### config.mk
export PLATFORM = sky130hd
export DESIGN_NAME = dir_cmd_encoder_flat
export DESIGN_NICKNAME = d
export VERILOG_FILES = /design/src/rtl/snake_pkg.sv /design/src/rtl/dir_cmd_encoder_if.sv /design/src/rtl/btn_debounce.sv /design/src/rtl/dir_cmd_encoder.sv /design/src/flat_wrapper.sv
export SDC_FILE = /design/constraint.sdc
export NUM_CORES = 1
export LEC_CHECK = 0
export ABC_AREA = 1
export CAP_MARGIN = 40
export CELL_PAD_IN_SITES_DETAIL_PLACEMENT = 1
export CELL_PAD_IN_SITES_GLOBAL_PLACEMENT = 1
export CORE_ASPECT_RATIO = 2
export CORE_UTILIZATION = 40
export DETAILED_ROUTE_END_ITERATION = 7
export PLACE_DENSITY_LB_ADDON = 0.1
export SYNTH_ARGS = -nofsm -noshare
export SYNTH_HDL_FRONTEND = slang
export SYNTH_HIERARCHICAL = 1
export SYNTH_SLANG_ARGS = --single-unit
### constraint.sdc
create_clock -name clk -period 3.3 [get_ports clk]
set_input_delay 0.495 -clock clk [delete_from_list [all_inputs] [get_ports clk]]
set_output_delay 0.495 -clock clk [all_outputs]
set_load 0.1 [all_outputs]
### src/rtl/snake_pkg.sv
// Direction encoding shared by the button front end and the snake game logic.
package snake_pkg;
  localparam logic [1:0] DIR_LEFT  = 2'b00;
  localparam logic [1:0] DIR_DOWN  = 2'b01;
  localparam logic [1:0] DIR_UP    = 2'b10;
  localparam logic [1:0] DIR_RIGHT = 2'b11;

  localparam int BTN_LEFT  = 0;
  localparam int BTN_DOWN  = 1;
  localparam int BTN_UP    = 2;
  localparam int BTN_RIGHT = 3;
  localparam int NUM_BTNS  = 4;

  function automatic logic is_opposite(logic [1:0] a, logic [1:0] b);
    return (a ^ b) == 2'b11;
  endfunction
endpackage

### src/rtl/dir_cmd_encoder_if.sv
// Button/command bundle between the board buttons, game logic and dir_cmd_encoder.
interface dir_cmd_encoder_if #(parameter int FIFO_DEPTH = 4);
  logic [3:0]                  direction;
  logic                        game_tick;
  logic                        restart;
  logic                        clr_ovf;
  logic [1:0]                  moveway;
  logic [$clog2(FIFO_DEPTH):0] pending;
  logic                        overflow;

  modport master (output direction, game_tick, restart, clr_ovf,
                  input  moveway, pending, overflow);
  modport slave  (input  direction, game_tick, restart, clr_ovf,
                  output moveway, pending, overflow);
endinterface

### src/rtl/btn_debounce.sv
// One button: 2-flop synchroniser, stability counter, debounced level, registered press pulse.
module btn_debounce #(
  parameter int DEBOUNCE_CYCLES = 20000
) (
  input  logic clk,
  input  logic clear,
  input  logic raw,
  output logic press
);
  localparam int CW = $clog2(DEBOUNCE_CYCLES);

  logic [1:0]    sync;
  logic [CW-1:0] cnt;
  logic          level, level_d;

  always_ff @(posedge clk or negedge clear) begin
    if (!clear) begin
      sync    <= '0;
      cnt     <= '0;
      level   <= 1'b0;
      level_d <= 1'b0;
      press   <= 1'b0;
    end else begin
      sync    <= {sync[0], raw};
      level_d <= level;
      press   <= level & ~level_d;
      if (sync[1] != level) begin
        if (cnt == CW'(DEBOUNCE_CYCLES - 1)) begin
          level <= sync[1];
          cnt   <= '0;
        end else begin
          cnt <= cnt + CW'(1);
        end
      end else begin
        cnt <= '0;
      end
    end
  end
endmodule

### src/rtl/dir_cmd_encoder.sv
// Debounced buttons -> filtered turn commands, queued and released one per game tick.
module dir_cmd_encoder
  import snake_pkg::*;
#(
  parameter int         DEBOUNCE_CYCLES = 20000,
  parameter int         FIFO_DEPTH      = 4,
  parameter logic [1:0] INIT_DIR        = 2'b11
) (
  input logic              clk,
  input logic              clear,
  dir_cmd_encoder_if.slave bus
);
  localparam int PW = $clog2(FIFO_DEPTH);

  logic [NUM_BTNS-1:0]              press;
  logic [FIFO_DEPTH-1:0][1:0]       mem;
  logic [PW-1:0]                    wptr, rptr, tail_ptr;
  logic [PW:0]                      cnt;
  logic [1:0]                       moveway, cand, ref_dir;
  logic                             overflow, cand_vld, accept, full, pop, push, drop;

  for (genvar gi = 0; gi < NUM_BTNS; gi++) begin : g_btn
    btn_debounce #(.DEBOUNCE_CYCLES(DEBOUNCE_CYCLES)) u_btn (
      .clk   (clk),
      .clear (clear),
      .raw   (bus.direction[gi]),
      .press (press[gi])
    );
  end

  // Simultaneous presses: one winner, the rest are simply lost.
  always_comb begin
    cand_vld = 1'b1;
    cand     = DIR_RIGHT;
    if      (press[BTN_RIGHT]) cand = DIR_RIGHT;
    else if (press[BTN_LEFT])  cand = DIR_LEFT;
    else if (press[BTN_DOWN])  cand = DIR_DOWN;
    else if (press[BTN_UP])    cand = DIR_UP;
    else                       cand_vld = 1'b0;
  end

  assign tail_ptr = wptr - PW'(1);
  // New turns are judged against the last queued turn, not the one being executed.
  assign ref_dir  = (cnt != '0) ? mem[tail_ptr] : moveway;
  assign accept   = cand_vld && (cand != ref_dir) && !is_opposite(cand, ref_dir);
  assign full     = (cnt == (PW+1)'(FIFO_DEPTH));
  assign pop      = bus.game_tick && (cnt != '0);
  assign push     = accept && (!full || pop);
  assign drop     = accept && full && !pop;

  always_ff @(posedge clk or negedge clear) begin
    if (!clear) begin
      mem      <= '0;
      wptr     <= '0;
      rptr     <= '0;
      cnt      <= '0;
      moveway  <= INIT_DIR;
      overflow <= 1'b0;
    end else if (bus.restart) begin
      wptr     <= '0;
      rptr     <= '0;
      cnt      <= '0;
      moveway  <= INIT_DIR;
      overflow <= 1'b0;
    end else begin
      if (push) begin
        mem[wptr] <= cand;
        wptr      <= wptr + PW'(1);
      end
      if (pop) begin
        moveway <= mem[rptr];
        rptr    <= rptr + PW'(1);
      end
      case ({push, pop})
        2'b10:   cnt <= cnt + (PW+1)'(1);
        2'b01:   cnt <= cnt - (PW+1)'(1);
        default: cnt <= cnt;
      endcase
      if (drop)              overflow <= 1'b1;
      else if (bus.clr_ovf)  overflow <= 1'b0;
    end
  end

  assign bus.moveway  = moveway;
  assign bus.pending  = cnt;
  assign bus.overflow = overflow;
endmodule

### src/flat_wrapper.sv
// flat-port wrapper written by rule: the top's interface ports become plain ports
module dir_cmd_encoder_flat import snake_pkg::*;
#(
  parameter int         DEBOUNCE_CYCLES = 20000,
  parameter int         FIFO_DEPTH      = 4,
  parameter logic [1:0] INIT_DIR        = 2'b11
)
  (clk, clear, bus_direction, bus_game_tick, bus_restart, bus_clr_ovf, bus_moveway, bus_pending, bus_overflow);
  dir_cmd_encoder_if #(.FIFO_DEPTH(FIFO_DEPTH)) bus_i ();
  input logic clk;
  input logic clear;
  input wire logic [$bits(bus_i.direction)-1:0] bus_direction;
  input wire logic [$bits(bus_i.game_tick)-1:0] bus_game_tick;
  input wire logic [$bits(bus_i.restart)-1:0] bus_restart;
  input wire logic [$bits(bus_i.clr_ovf)-1:0] bus_clr_ovf;
  output wire logic [$bits(bus_i.moveway)-1:0] bus_moveway;
  output wire logic [$bits(bus_i.pending)-1:0] bus_pending;
  output wire logic [$bits(bus_i.overflow)-1:0] bus_overflow;
  assign bus_i.direction = bus_direction;
  assign bus_i.game_tick = bus_game_tick;
  assign bus_i.restart = bus_restart;
  assign bus_i.clr_ovf = bus_clr_ovf;
  assign bus_moveway = bus_i.moveway;
  assign bus_pending = bus_i.pending;
  assign bus_overflow = bus_i.overflow;
  dir_cmd_encoder #(.DEBOUNCE_CYCLES(DEBOUNCE_CYCLES), .FIFO_DEPTH(FIFO_DEPTH), .INIT_DIR(INIT_DIR)) u_core (.clk(clk), .clear(clear), .bus(bus_i));
endmodule
* After elaboration in Yosys (flattened, before gate mapping) *
Index checks and enable logic that the tools add are counted.

word-level totals
  output and inout port bits = 6
  bits in registers = 98

cells by class
  bitwise logic cells = 10
  eq/ne operators = 13
  reductions and logical operators = 21
  multiplexer cells = 35
  $add $sub $neg = 9
  order comparisons = 4

operator list
  cell                                                         count
  2-to-1 mux 15 bit                                            8
  adder 15 x 1 -> 15 bit (second input constant)               4
  equality test 15 bit (second input constant)                 4
  2-to-1 mux 2 bit                                             13
  AND reduction 2 bit                                          5
  less-than comparator 2 x 3 -> 1 bit (second input constant)  3
  nonzero test 3 bit                                           3
  binary-select mux 2 bit (select 2 bit)                       2
  bitwise mux 8 bit                                            1
  2-to-1 mux 1 bit                                             8
  logical AND 1 bit                                            7
  one-hot mux 3 bit (2 select lines)                           1
  NOT 1 bit                                                    5
  adder 2 x 1 -> 2 bit (second input constant)                 2
  bitwise AND 1 bit                                            4
  demux 2 bit (select 2 bit)                                   1
  equality test 2 bit (second input constant)                  2
  inequality test 1 bit                                        4
  nonzero test 2 bit                                           2
  adder 3 x 1 -> 3 bit (second input constant)                 1
  equality test 3 bit (second input constant)                  1
  logical NOT 1 bit                                            3
  2-to-1 mux 3 bit                                             1
  subtractor 3 x 1 -> 3 bit (second input constant)            1
  6 further kinds                                              6

* Depth between registers and ports, before layout *
Gate-level depths: netlist of the first run.

  word-level depth = 12
  depth in mapped cells = 18

* Modules after synthesis *
Netlist of the first run, hierarchy kept.

by module, submodules not included
  module                                    cells each  times used  area each (µm²)
  btn_debounce (u_core.g_btn[0].u_btn ...)  114         3           978.4
  dir_cmd_encoder                           155         1           1,214.9
  btn_debounce (u_core.g_btn[2].u_btn)      115         1           980.9

* Worst setup path after synthesis of the first run *
OpenSTA, ideal clock, no wires.

  path kind = register to register
  from = reg u_core.cnt[2] (netlist: u_core/bus.pending[2])
  to = reg u_core.cnt[2] (netlist: u_core/bus.pending[2])
  arrival time = 2.646 ns
  setup slack = 0.578 ns
  library setup time = 0.076 ns
  cell stages (with the launch flop) = 16
  required time = 3.224 ns
  cell sequence = dfrtp_1 -> inv_1 -> nand2_2 -> inv_1 -> o21ai_2 -> inv_2 -> nand2_4 -> nand3_4 -> nand2_2 -> inv_1 -> fa_1 -> xnor2_1 -> inv_1 -> nand3_1 -> nand3_1 -> o21ai_1

on the way
  cells in the longest elaborated chain, start to end = 10

RTL lines
  what                                                                        line                                          text
  from (decl)                                                                 dir_cmd_encoder.sv:18                         logic [PW:0] cnt;
  from (signal assigned)                                                      dir_cmd_encoder.sv:75                         2'b10: cnt <= cnt + (PW+1)'(1);
  from (signal assigned)                                                      dir_cmd_encoder.sv:76                         2'b01: cnt <= cnt - (PW+1)'(1);
  from (signal assigned)                                                      dir_cmd_encoder.sv:77                         default: cnt <= cnt;
  nonzero test 3 bit                                                          dir_cmd_encoder.sv:44, dir_cmd_encoder.sv:47
  2-to-1 mux 2 bit                                                            dir_cmd_encoder.sv:44                         assign ref_dir = (cnt != '0) ? mem[tail_ptr] : moveway;
  XOR 2 bit                                                                   snake_pkg.sv:15                               return (a ^ b) == 2'b11;
  equality test 2 bit                                                         snake_pkg.sv:15
  logical NOT 1 bit                                                           dir_cmd_encoder.sv:45                         assign accept = cand_vld && (cand != ref_dir) && !is_opposite(cand, ref_dir);
  logical AND 1 bit                                                           dir_cmd_encoder.sv:45
  logical AND 1 bit                                                           dir_cmd_encoder.sv:48                         assign push = accept && (!full || pop);
  equality test 2 x 1 -> 1 bit / equality test 2 bit (equally long branches)  dir_cmd_encoder.sv:74                         case ({push, pop})
  one-hot mux 3 bit (2 select lines)                                          dir_cmd_encoder.sv:74
  2-to-1 mux 3 bit                                                            dir_cmd_encoder.sv:59                         end else if (bus.restart) begin

Parallel ways exist; a longest one is shown, timed or not.
A chain may end at the register's enable or synchronous reset.

* Worst setup path in the final report of the first run *
  from = reg u_core.wptr[0]
  to = reg u_core.cnt[2] (netlist: u_core/bus.pending[2])

on the way
  cells in the longest elaborated chain, start to end = 12

RTL lines
  what                                                                        line                   text
  from (decl)                                                                 dir_cmd_encoder.sv:17  logic [PW-1:0] wptr, rptr, tail_ptr;
  from (signal assigned)                                                      dir_cmd_encoder.sv:68  wptr <= wptr + PW'(1);
  subtractor 2 x 1 -> 2 bit (*)                                               dir_cmd_encoder.sv:42  assign tail_ptr = wptr - PW'(1);
  binary-select mux 2 bit (select 2 bit) (*)                                  dir_cmd_encoder.sv:44
  2-to-1 mux 2 bit (implied by the code) (*)                                  dir_cmd_encoder.sv:44
  2-to-1 mux 2 bit (*)                                                        dir_cmd_encoder.sv:44
  XOR 2 bit                                                                   snake_pkg.sv:15
  equality test 2 bit                                                         snake_pkg.sv:15
  logical NOT 1 bit                                                           dir_cmd_encoder.sv:45
  logical AND 1 bit (*)                                                       dir_cmd_encoder.sv:45
  logical AND 1 bit (*)                                                       dir_cmd_encoder.sv:48
  equality test 2 x 1 -> 1 bit / equality test 2 bit (equally long branches)  dir_cmd_encoder.sv:74
  one-hot mux 3 bit (2 select lines)                                          dir_cmd_encoder.sv:74
  2-to-1 mux 3 bit                                                            dir_cmd_encoder.sv:59

Every way passes the cells marked *; elsewhere a longest branch is shown, timed or not. The select of a mux whose other input is x is not followed.

==> results of run 1 <==
## metrics by stage
stage | hold WS (ps) | std cells | worst slack, ps
final | 165 | 796 | 500
after global routing | 219 | 796 | 271
after CTS | 193 | 796 | 511
after detailed placement | 337 | 780 | 526
after global placement | 336 | 778 | 667
after floorplan | 199 | 612 | 578
## where the power goes
part	total [W]	leakage (nW)	switching, W	internal, W
logic	0.000553	1.03	0.000393	0.000161
clock network	0.00103	0.148	0.000484	0.000549
registers	0.00130	1.31	0.0000506	0.00125
## routing by layer
| layer | track usage (%) | part of all wire (%) | up-vias |
|---|---|---|---|
| li1 | - | - | 1991 |
| met1 | 19.1 | 34 | 2022 |
| met2 | 41.5 | 61 | 43 |
| met3 | 3.26 | 1.7 | 22 |
| met4 | 9.81 | 3.4 | 0 |
| met5 | 0 | 0 | - |
## state kept, by name (all words and copies together), names as in the netlist, 3 cells and up
signal                      flops
u_core/bus.pending              3
u_core/g_btn.u_btn/cnt         60
u_core/g_btn.u_btn/level        4
u_core/g_btn.u_btn/level_d      4
u_core/g_btn.u_btn/press        4
u_core/g_btn.u_btn/sync         8
u_core/mem                      8
## critical path: stages (launching register included)
cell and delay (ps):
sky130_fd_sc_hd__dfrtp_1 500, sky130_fd_sc_hd__inv_2 120, sky130_fd_sc_hd__ha_1 360, sky130_fd_sc_hd__inv_1 130, sky130_fd_sc_hd__nand3_2 90, sky130_fd_sc_hd__nand2_1 70, sky130_fd_sc_hd__nand2_1 60, sky130_fd_sc_hd__nand3_2 80
sky130_fd_sc_hd__nand2_2 70, sky130_fd_sc_hd__nand2_4 70, sky130_fd_sc_hd__nand3_4 80, sky130_fd_sc_hd__nand2_2 100, sky130_fd_sc_hd__inv_1 60, sky130_fd_sc_hd__fa_1 380, sky130_fd_sc_hd__xnor2_1 220, sky130_fd_sc_hd__inv_1 70
sky130_fd_sc_hd__nand3_1 80, sky130_fd_sc_hd__nand3_1 80, sky130_fd_sc_hd__o21ai_1 120
## cells by family (layout without fill, tap and decap cells)
group,after synthesis,after routing
and+or+nand+nor,352,352
DFF,98,98
buffers and inverters,73,107
AOI/OAI and AO/OA,58,58
xor gates and xnor gates,22,22
adders and majority gates,9,9
## cell usage after synthesis, drive strengths merged, types with 2 or more instances
master,number,area share (%)
a21oi,14,1.4
dfrtp,96,47
dfstp,2,1.0
ha,8,2.0
inv,73,5.3
nand2,148,13
nand3,35,4.1
nand4,17,2.1
nor2,142,13
nor3,4,0.39
nor3b,4,0.59
o211ai,2,0.29
o21ai,29,2.9
o21bai,12,2.0
or2,2,0.24
xnor2,9,2.1
xor2,13,2.2
## layout make-up
class / instances / share of cell area [%]
clock inverter: 6 / 1.08
tap: 150 / 3.24
clock buffer: 10 / 4.13
inverter: 73 / 4.73
timing repair buffer: 18 / 2.98
sequential: 98 / 42.4
multi-input combinational: 441 / 41.5
## worst min path at each step
stage                                       start                       endpoint  cells after the start
global route                                clear                  u_core/mem[7]                      1
global placement    u_core/g_btn[1].u_btn/sync[0]  u_core/g_btn[1].u_btn/sync[1]                      0
floorplan                                   clear            u_core/bus.overflow                      0
detailed placement  u_core/g_btn[1].u_btn/sync[0]  u_core/g_btn[1].u_btn/sync[1]                      0
CTS                                         clear                  u_core/mem[7]                      1
finish                                      clear                  u_core/mem[6]                      1
==> metrics.md, run 1 <==
| Metric | Value |
|---|---|
| Die height | 162 um |
| Startpoint of the worst setup timing path | u_core/wptr[0] |
| Utilization after layout | 46.1% |
| Cell area after placement | 5490 um^2 |
| Slack of the worst reg-to-reg path | 500 ps |
| Tmin final | 2800 ps |
| Adder-cell share of the synthesized area | 2.34% |
| Worst skew pair latency | 340 ps |
| Die Outline Area | 13,300 um^2 |
| Run status | finished clean |
| Routed Antenna Nets | 0 |
| Total CTS buffers | 9 |
| Element type at the critical path start | register |
| Average detailed-routed wire length per instance | 15.3 um |
| Max_cap viols | 0 |
| Gr usage total | 20.9% |
| Largest net degree at the start of global routing | 50 |
| Dominant combinational cell family by area after synthesis | simple AND/OR/NAND/NOR gates |
| Capturing instance or port of the critical path | u_core/bus.pending[2] |
| Total standard cell area after synthesis | 5130 um^2 |
| Top-level I/O count | 15 |
| Number of port buffers | 14 |
| Final Wtd Congestion | 0.813 |
| Xor-xnor portion of the synthesized cell area | 4.34% |
| Number of global-route vias before repair | 4,565 |
| Clock root buffer master | sky130_fd_sc_hd__clkbuf_16 |
| Initial DRC count | 134 |
| CP required | 3570 ps |
| Fraction of the mapped netlist area in simple logic gates | 33.4% |
| Number of flops mapped to enable cells by yosys | 0 |
| Final HPWL from detailed placement | 9.56 mm |
| Overflow left after global routing | 0 |
| Worst slew margin | 56.7% |
| Worst ir drop on vdd | 0.000391 V |
| Level count of the clock H-tree | 3 |
| CTS sink cnt | 98 |
| Worst r2r path cells | 18 |
| Core area | 12,600 um^2 |
| DR pass1 iterations | 4 |
| Wire length of the first global-routing pass | 20.8 mm |
| Clock tree from TritonCTS | yes |
| Syn avg cell area | 8.38 um^2 |
| Number of register bits inferred by synthesis | 98 |
| Number of pins with negative max-slew slack in the final report | 0 |
| CTS-repair resized insts | 0 |
| Yosys cell types | 31 |
| Setup violators final | 0 |
| Total power | 0.00289 W |
| Post-synthesis sequential area ratio | 47.8% |
| Worst Setup End Kind | register |
| FP Rows | 58 |
| Die span in x | 82.1 um |
| Crit Path Max Fanout | 9 |
| Number of antenna violations at the first check in global routing | 0 |
| Sequential cell area | 2450 um^2 |
| Finished Cell Area | 5790 um^2 |
| Summed negative setup slack over all endpoints | 0 ps |
| Vias post-DR | 4,078 |
| Bufs on Longest Clock Path | 2 |
| Worst clock skew | 7.48 ps |
| Hold Fails Final Rpt | 0 |
| Tightest Hold Check Type | in -> async |
| Post-CTS setup-driven buffer insertion count | 0 |
| Number of filler cells placed in the layout | 1,515 |
| Post-synthesis mux area share | 0% |
| Clock transition time at the flip-flop clock pins of the worst setup and hold paths | 70 ps |
| Total nets after synthesis | 630 |
| Detailed Route WL | 12.2 mm |
| Commonest cells after routing, fill and taps aside | sky130_fd_sc_hd__nand2_1 (118), sky130_fd_sc_hd__nor2_1 (115), sky130_fd_sc_hd__dfrtp_1 (96), sky130_fd_sc_hd__inv_1 (63), sky130_fd_sc_hd__nand3_1 (29) |
| Most common cell after layout, fill and taps aside | sky130_fd_sc_hd__nand2_1 |
| Final clock period utilization by the worst path | 84.8% |
| Slew @ Worst Pin | 642 ps |
| Power density over the cells | 499 nW/um^2 |
| Maximum clock frequency | 357 MHz |
| Arrival time worst endpoint | 3070 ps |
| Remaining routing DRC violations | 0 |
| Hold_buf cts | 0 |
| Worst reg2reg path endpoint | u_core/bus.pending[2] |
| Synth-to-Final Area Change | 12.9% |
| Area taken by multi-input logic gates | 2400 um^2 |
| Beginning of the worst register-to-register path | u_core/wptr[0] |
| Initial standard-cell utilization of the core | 40.9% |
| Number of nets in the layout | 659 |
| Antenna diode instance count | 0 |
| Yosys synthesis warning count | 6 |
| Post-Syn Instances | 612 |
| Lkg Pwr | 2.49 nW |
| WS Path Type | reg -> reg |
| Most instantiated flip-flop cell in the synthesis netlist | sky130_fd_sc_hd__dfrtp_1 |
| Async set or reset register ratio after synthesis | 100% |
| RSZ-0062 raised after global routing | no |
| Fraction of layout instances using a drive strength above 1 | 17.0% |
| Via count normalized by instance count | 5.12 |
| Synthesized-area fraction occupied by ao, oa, aoi and oai cells | 6.75% |
Note: power is estimated with default switching activity, not from simulation.
==> run 2, diff against run 1 <==
clock period = 2.6 ns   (was 3.3 ns; I/O delays follow)
==> run 2 against run 1 <==
- die area is the same
- highest routed layer unchanged
- hold slack got worse by 160 ps
- sequential share of layout area decreased by 0.63 points
- power increased by 33%
- critical path type unchanged
- combinational power is 30% higher
- clock power grew 43%
- routed wire length shrank 1.4%
- critical endpoint unchanged
- largest power group unchanged
- maximum frequency rose by 13%
- count of clock-buffer cells in the layout shrank 1
- non-clock buffer count grew 6
==> metrics.md, run 2 (same netlist as run 1, synthesis figures left out) <==
| Metric | Value |
|---|---|
| Run status | finished clean |
| Worst ir drop on vdd | 0.000467 V (+20%) |
| Least setup slack across all paths after layout | 120 ps (-381 ps) |
| Total CTS buffers | 9 (unchanged) |
| Sequential cell area | 2460 um^2 (+0.15%) |
| Lkg Pwr | 2.53 nW (+1.8%) |
| Setup violators final | 0 (unchanged) |
| Overflow left after global routing | 0 (unchanged) |
| Die height | 162 um (unchanged) |
| DR pass1 iterations | 4 (unchanged) |
| Slew @ Worst Pin | 732 ps (+89.4 ps) |
| Final clock period utilization by the worst path | 95.4% (+11 points) |
| Slowest-stage cell, CP | sky130_fd_sc_hd__dfrtp_1 |
| Level count of the clock H-tree | 3 (unchanged) |
| Arrival time worst endpoint | 2750 ps (-320 ps) |
| Number of port buffers | 14 (unchanged) |
| Largest net degree at the start of global routing | 64 (+28%) |
| Top reg by flops | u_core/g_btn.u_btn/cnt |
| CTS sink cnt | 98 (unchanged) |
| Cell area after placement | 5480 um^2 (-0.21%) |
| Core area | 12,600 um^2 (unchanged) |
| Longest individual stage delay on the worst path | 400 ps (-100 ps) |
| CP Cell Sequence | inv_4 -> ha_4 -> buf_4 -> nand3_2 -> nand2_1 -> nand2_1 -> nand3_2 -> nand2_2 -> nand2_4 -> nand3_4 -> nand2_4 -> inv_1 -> fa_2 -> xnor2_2 -> inv_1 -> nand3_1 -> nand3_1 -> o21ai_1 |
| Vias post-DR | 4,049 (-0.71%) |
| Maximum clock frequency | 403 MHz (+13%) |
| Bufs on Longest Clock Path | 2 (unchanged) |
| Hold Fails Final Rpt | 0 (unchanged) |
| Gr usage total | 20.4% (-0.47 points) |
| Number of flip-flops under the largest register name | 60 (unchanged) |
| Average detailed-routed wire length per instance | 15.0 um (-2.2%) |
| Tmin final | 2480 ps (-319 ps) |
| Via count normalized by instance count | 5.05 (-1.5%) |
| Number of nets in the layout | 665 (+0.91%) |
| Total power | 0.00385 W (+33%) |
| Routed Antenna Nets | 0 (unchanged) |
| Clock root buffer master | sky130_fd_sc_hd__clkbuf_16 |
| WS Path Type | reg -> reg |
| Worst clock skew | 8.35 ps (+0.869 ps) |
| Initial DRC count | 145 (+8.2%) |
| Most common cell after layout, fill and taps aside | sky130_fd_sc_hd__nand2_1 |
| Hold_buf cts | 0 (unchanged) |
| Worst slew margin | 50.7% (-6.0 points) |
| Wire length of the first global-routing pass | 20.4 mm (-1.8%) |
| Clock tree from TritonCTS | yes |
| CP required | 2870 ps (-700 ps) |
| Remaining routing DRC violations | 0 (unchanged) |
| Number of antenna violations at the first check in global routing | 0 (unchanged) |
| Synth-to-Final Area Change | 14.8% |
| Final Wtd Congestion | 0.835 (+2.8%) |
| Commonest cells after routing, fill and taps aside | sky130_fd_sc_hd__nand2_1 (118), sky130_fd_sc_hd__nor2_1 (115), sky130_fd_sc_hd__dfrtp_1 (93), sky130_fd_sc_hd__inv_1 (62), sky130_fd_sc_hd__nand3_1 (29) |
| Tightest Hold Check Type | in -> async |
| FP Rows | 58 (unchanged) |
| Crit Path Max Fanout | 4 (-5) |
| Initial standard-cell utilization of the core | 40.9% (unchanged) |
| Detailed Route WL | 12.0 mm (-1.4%) |
| Clock transition time at the flip-flop clock pins of the worst setup and hold paths | 70 ps (about the same) |
| Max_cap viols | 0 (unchanged) |
| Worst skew pair latency | 350 ps (about the same) |
| Count of buffer and inverter cells on the critical path | 4 (unchanged) |
| Power density over the cells | 654 nW/um^2 (+31%) |
| Die span in x | 82.1 um (unchanged) |
| Biggest regs | u_core/g_btn.u_btn/cnt: 60 flops, u_core/g_btn.u_btn/sync: 8 flops, u_core/mem: 8 flops |
| Fraction of layout instances using a drive strength above 1 | 19.2% (+2.1 points) |
| Number of filler cells placed in the layout | 1,485 (-2.0%) |
| Worst Setup End Kind | register |
| Number of pins with negative max-slew slack in the final report | 0 (unchanged) |
| Top-level I/O count | 15 (unchanged) |
| Antenna diode instance count | 0 (unchanged) |
| Number of global-route vias before repair | 4,429 (-3.0%) |
| Finished Cell Area | 5890 um^2 (+1.7%) |
| Area taken by multi-input logic gates | 2430 um^2 (+1.1%) |
| Post-Place Setup Slack | -51.8 ps (-578 ps) |
| Element type at the critical path start | register |
| Die Outline Area | 13,300 um^2 (unchanged) |
| Dominant delay contributor by cell family on the critical path | simple AND/OR/NAND/NOR gates |
| Final HPWL from detailed placement | 9.08 mm (-5.1%) |
[run 2: changes by cell type in the layout (fill, tap and decap cells not counted), sizes merged]
cell           previous run  this run
clkinv                    5         2
clkbuf                   10         9
buf                       9        17
inv                      74        75
clkdlybuf4s50             9         7
clkinvlp                  0         1
bufinv                    0         2
[run 2: final timing paths]
path,slack [ps],end,cells after the start,startpoint
setup reg to reg,120,u_core/bus.pending[2],18,u_core/wptr[0]
hold reg to reg,350,u_core/g_btn[0].u_btn/sync[1],0,u_core/g_btn[0].u_btn/sync[0]
hold / removal,2,u_core/mem[0],1,clear
min in group clk,350,u_core/g_btn[0].u_btn/sync[1],0,u_core/g_btn[0].u_btn/sync[0]
max in group asynchronous,1870,u_core/bus.pending[1],2,clear
setup / recovery,120,u_core/bus.pending[2],18,u_core/wptr[0]
[run 2: worst register-to-register path: cells and delay by family (launching register included)]
| family | cells | cell delay, ps |
|---|---|---|
| adders and majority gates | 2 | 650 |
| buffers and inverters | 4 | 270 |
| AOI/OAI and AO/OA | 1 | 140 |
| DFF | 1 | 400 |
| and+or+nand+nor | 10 | 760 |
| xor gates and xnor gates | 1 | 180 |
[run 2: layout make-up]
type                       instances  share of cell area [%]
timing repair buffer              24                    3.57
clock buffer                       9                    3.82
multi-input combinational        441                    41.3
inverter                          73                    4.70
sequential                        98                    41.7
tap                              150                    3.19
clock inverter                     7                    1.72
[run 2: routing by layer]
metal / wire length, um / global-route usage (%)
met5: 0 / 0
met4: 354 / 8.61
met3: 225 / 3.65
met2: 7170 / 39.7
met1: 4290 / 19.7
[run 2: metrics by stage]
stage	cells	utilization (%)	TNS, ps	hold WS (ps)
detailed placement	779	43.7	-51.8	338
finish	802	46.9	0	1.85
global placement	779	43.7	0	334
CTS	796	46.3	0	15.1
global route	802	46.9	-51.4	38.9
floorplan	612	-	0	94.4
[run 2: timing repair]
item	CTS	global route
endpoints found under the setup margin	1	1
gates resized for setup	0	6
pin swaps	1	8
buffers inserted	1	6
[run 2: report_power, final]
group | switching (W) | total (W) | internal (W)
clock | 0.000620 | 0.00147 | 0.000854
combinational | 0.000504 | 0.000717 | 0.000213
sequential | 0.0000635 | 0.00166 | 0.00160
==> run 3, diff against run 2 <==
CTS_CLUSTER_SIZE = 10   (was not set)
PLACE_DENSITY = 0.71   (was not set)
PLACE_DENSITY_LB_ADDON = not set   (was 0.1)
==> run 3 against run 2 <==
- sequential power hardly changed
- first-iteration DRC count is 17% lower
- core utilization is 0.090 points lower
==> metrics.md, run 3 (same netlist as run 1, synthesis figures left out) <==
| Metric | Value |
|---|---|
| Via count normalized by instance count | 5.16 (+2.1%) |
| Bufs on Longest Clock Path | 2 (unchanged) |
| Area taken by multi-input logic gates | 2440 um^2 (+0.57%) |
| Top-level I/O count | 15 (unchanged) |
| Commonest cells after routing, fill and taps aside | sky130_fd_sc_hd__nand2_1 (118), sky130_fd_sc_hd__nor2_1 (115), sky130_fd_sc_hd__dfrtp_1 (93), sky130_fd_sc_hd__inv_1 (62), sky130_fd_sc_hd__nand3_1 (27) |
| Worst r2r path cells | 17 (-1) |
| Number of filler cells placed in the layout | 1,502 (+1.1%) |
| DR pass1 iterations | 4 (unchanged) |
| Placed cell count | 780 (+0.13%) |
| Fraction of layout instances using a drive strength above 1 | 19.2% (+0.059 points) |
| Number of port buffers | 14 (unchanged) |
| CTS sink cnt | 98 (unchanged) |
| Clock transition time at the flip-flop clock pins of the worst setup and hold paths | 60 ps (about the same) |
| Synth-to-Final Area Change | 14.6% |
| Total CTS buffers | 9 (unchanged) |
| Overflow left after global routing | 0 (unchanged) |
| Clock root buffer master | sky130_fd_sc_hd__clkbuf_16 |
| Detailed Route WL | 12.4 mm (+2.9%) |
| Number of pins with negative max-slew slack in the final report | 0 (unchanged) |
| Number of nets in the layout | 663 (-0.30%) |
| Maximum clock frequency | 399 MHz (-0.97%) |
| Slack of the worst reg-to-reg path | 100 ps (-20 ps) |
| Number of global-route vias before repair | 4,602 (+3.9%) |
| FP Rows | 58 (unchanged) |
| Element type at the critical path start | register |
| Most common cell after layout, fill and taps aside | sky130_fd_sc_hd__nand2_1 |
| Post-route non-filler standard cell count | 800 (-0.25%) |
| Antenna diode instance count | 0 (unchanged) |
| Die Outline Area | 13,300 um^2 (unchanged) |
| Worst Setup End Kind | register |
| Run status | finished clean |
| Number of flip-flops under the largest register name | 60 (unchanged) |
| Number of antenna violations at the first check in global routing | 0 (unchanged) |
| Initial standard-cell utilization of the core | 40.9% (unchanged) |
| Remaining routing DRC violations | 0 (unchanged) |
| Setup violators final | 0 (unchanged) |
| Max_cap viols | 0 (unchanged) |
| Top reg by flops | u_core/g_btn.u_btn/cnt |
| Worst clock skew | 9.12 ps (+0.769 ps) |
| Hold Fails Final Rpt | 0 (unchanged) |
| WS Path Type | reg -> reg |
| Worst ir drop on vdd | 0.000649 V (+39%) |
| Routed Antenna Nets | 0 (unchanged) |
| Sequential cell area | 2460 um^2 (unchanged) |
| Crit Path Max Fanout | 3 (-1) |
| Arrival time worst endpoint | 2760 ps (about the same) |
| Worst reg2reg path endpoint | u_core/bus.pending[2] |
| Hold_buf cts | 0 (unchanged) |
| Clock tree from TritonCTS | yes |
| Final HPWL from detailed placement | 9.43 mm (+3.9%) |
| Beginning of the worst register-to-register path | u_core/wptr[0] |
| Slew @ Worst Pin | 748 ps (+16.9 ps) |
| Die height | 162 um (unchanged) |
| Wire length of the first global-routing pass | 21.1 mm (+3.1%) |
| Level count of the clock H-tree | 3 (unchanged) |
| Biggest regs | u_core/g_btn.u_btn/cnt: 60 flops, u_core/g_btn.u_btn/sync: 8 flops, u_core/mem: 8 flops |
| Worst slew margin | 50.1% (-0.61 points) |
| Gr usage total | 20.9% (+0.52 points) |
| Die span in x | 82.1 um (unchanged) |
| CP required | 2860 ps (about the same) |
| Final clock period utilization by the worst path | 96.3% (+0.93 points) |
| Total power | 0.00382 W (-0.64%) |
| Tmin final | 2500 ps (+24.2 ps) |
| Core area | 12,600 um^2 (unchanged) |
| Worst skew pair latency | 350 ps (about the same) |
| Largest net degree at the start of global routing | 57 (-11%) |
| Initial DRC count | 121 (-17%) |
| Average detailed-routed wire length per instance | 15.5 um (+3.2%) |
| Tightest Hold Check Type | in -> async |
| Hold Slack | 94.1 ps (+92.2 ps) |
| Lkg Pwr | 2.52 nW (-0.42%) |
| Vias post-DR | 4,124 (+1.9%) |
| Summed negative setup slack over all endpoints | 0 ps (unchanged) |
| Power density over the cells | 651 nW/um^2 (-0.45%) |
| Final Wtd Congestion | 0.893 (+6.9%) |
run 3: stage by stage:
step	area [um^2]	util [%]	worst slack, ps
2_1_floorplan	5130	-	115
3_3_place_gp	5490	43.7	132
3_5_place_dp	5490	43.7	-106
4_1_cts	5830	46.4	5.00
5_1_grt	5880	46.8	-14.4
6_report	5880	46.8	95.4
run 3: worst max-delay path, stage by stage (launching register included):
cell                      delay [ps]
sky130_fd_sc_hd__dfrtp_1         400
sky130_fd_sc_hd__inv_4            50
sky130_fd_sc_hd__ha_4            280
sky130_fd_sc_hd__inv_2            50
sky130_fd_sc_hd__nand3_1          90
sky130_fd_sc_hd__nand2_1          70
sky130_fd_sc_hd__o21ai_2         190
sky130_fd_sc_hd__inv_2            70
sky130_fd_sc_hd__nand2_4          90
sky130_fd_sc_hd__nand3_4          90
sky130_fd_sc_hd__nand2_4          80
sky130_fd_sc_hd__inv_1            50
sky130_fd_sc_hd__fa_2            370
sky130_fd_sc_hd__xnor2_2         170
sky130_fd_sc_hd__inv_1            70
sky130_fd_sc_hd__nand3_2          80
sky130_fd_sc_hd__nand3_2          60
sky130_fd_sc_hd__o21ai_2         160
run 3: worst max-delay path by stage:
stage,start,endpoint,depth (start not counted)
finish,u_core/wptr[0],u_core/bus.pending[2],17
global route,u_core/wptr[0],u_core/bus.pending[2],17
CTS,u_core/wptr[0],u_core/bus.pending[2],17
detailed placement,u_core/wptr[1],u_core/bus.pending[2],17
global placement,u_core/wptr[1],u_core/bus.pending[2],17
floorplan,u_core/wptr[0],u_core/bus.pending[2],18
run 3: power breakdown:
group	internal [W]	total [W]	leakage, nW	switching (W)
clock	0.000830	0.00142	0.152	0.000588
sequential	0.00160	0.00166	1.31	0.0000678
combinational	0.000215	0.000743	1.06	0.000527
run 3: area by class of cell:
type                       instances  share of cell area, %
clock buffer                      13                   4.60
sequential                        98                   41.8
timing repair buffer              22                   3.32
multi-input combinational        441                   41.6
tap                              150                   3.19
inverter                          73                   4.70
clock inverter                     3                  0.788
run 3: repair_timing:
item                       in CTS  in global routing
resized for setup               2                  7
hold endpoints to repair        0                  0
setup endpoints to repair       1                  1
pin swaps                       2                  5
buffers inserted                1                  3
run 3: routing by layer:
layer	vias up	part of all wire, %	track usage [%]
met4	0	3.3	10.1
li1	1994	-	-
met1	2058	36	19.9
met5	-	0	0
met2	47	59	40.5
met3	25	1.8	3.60
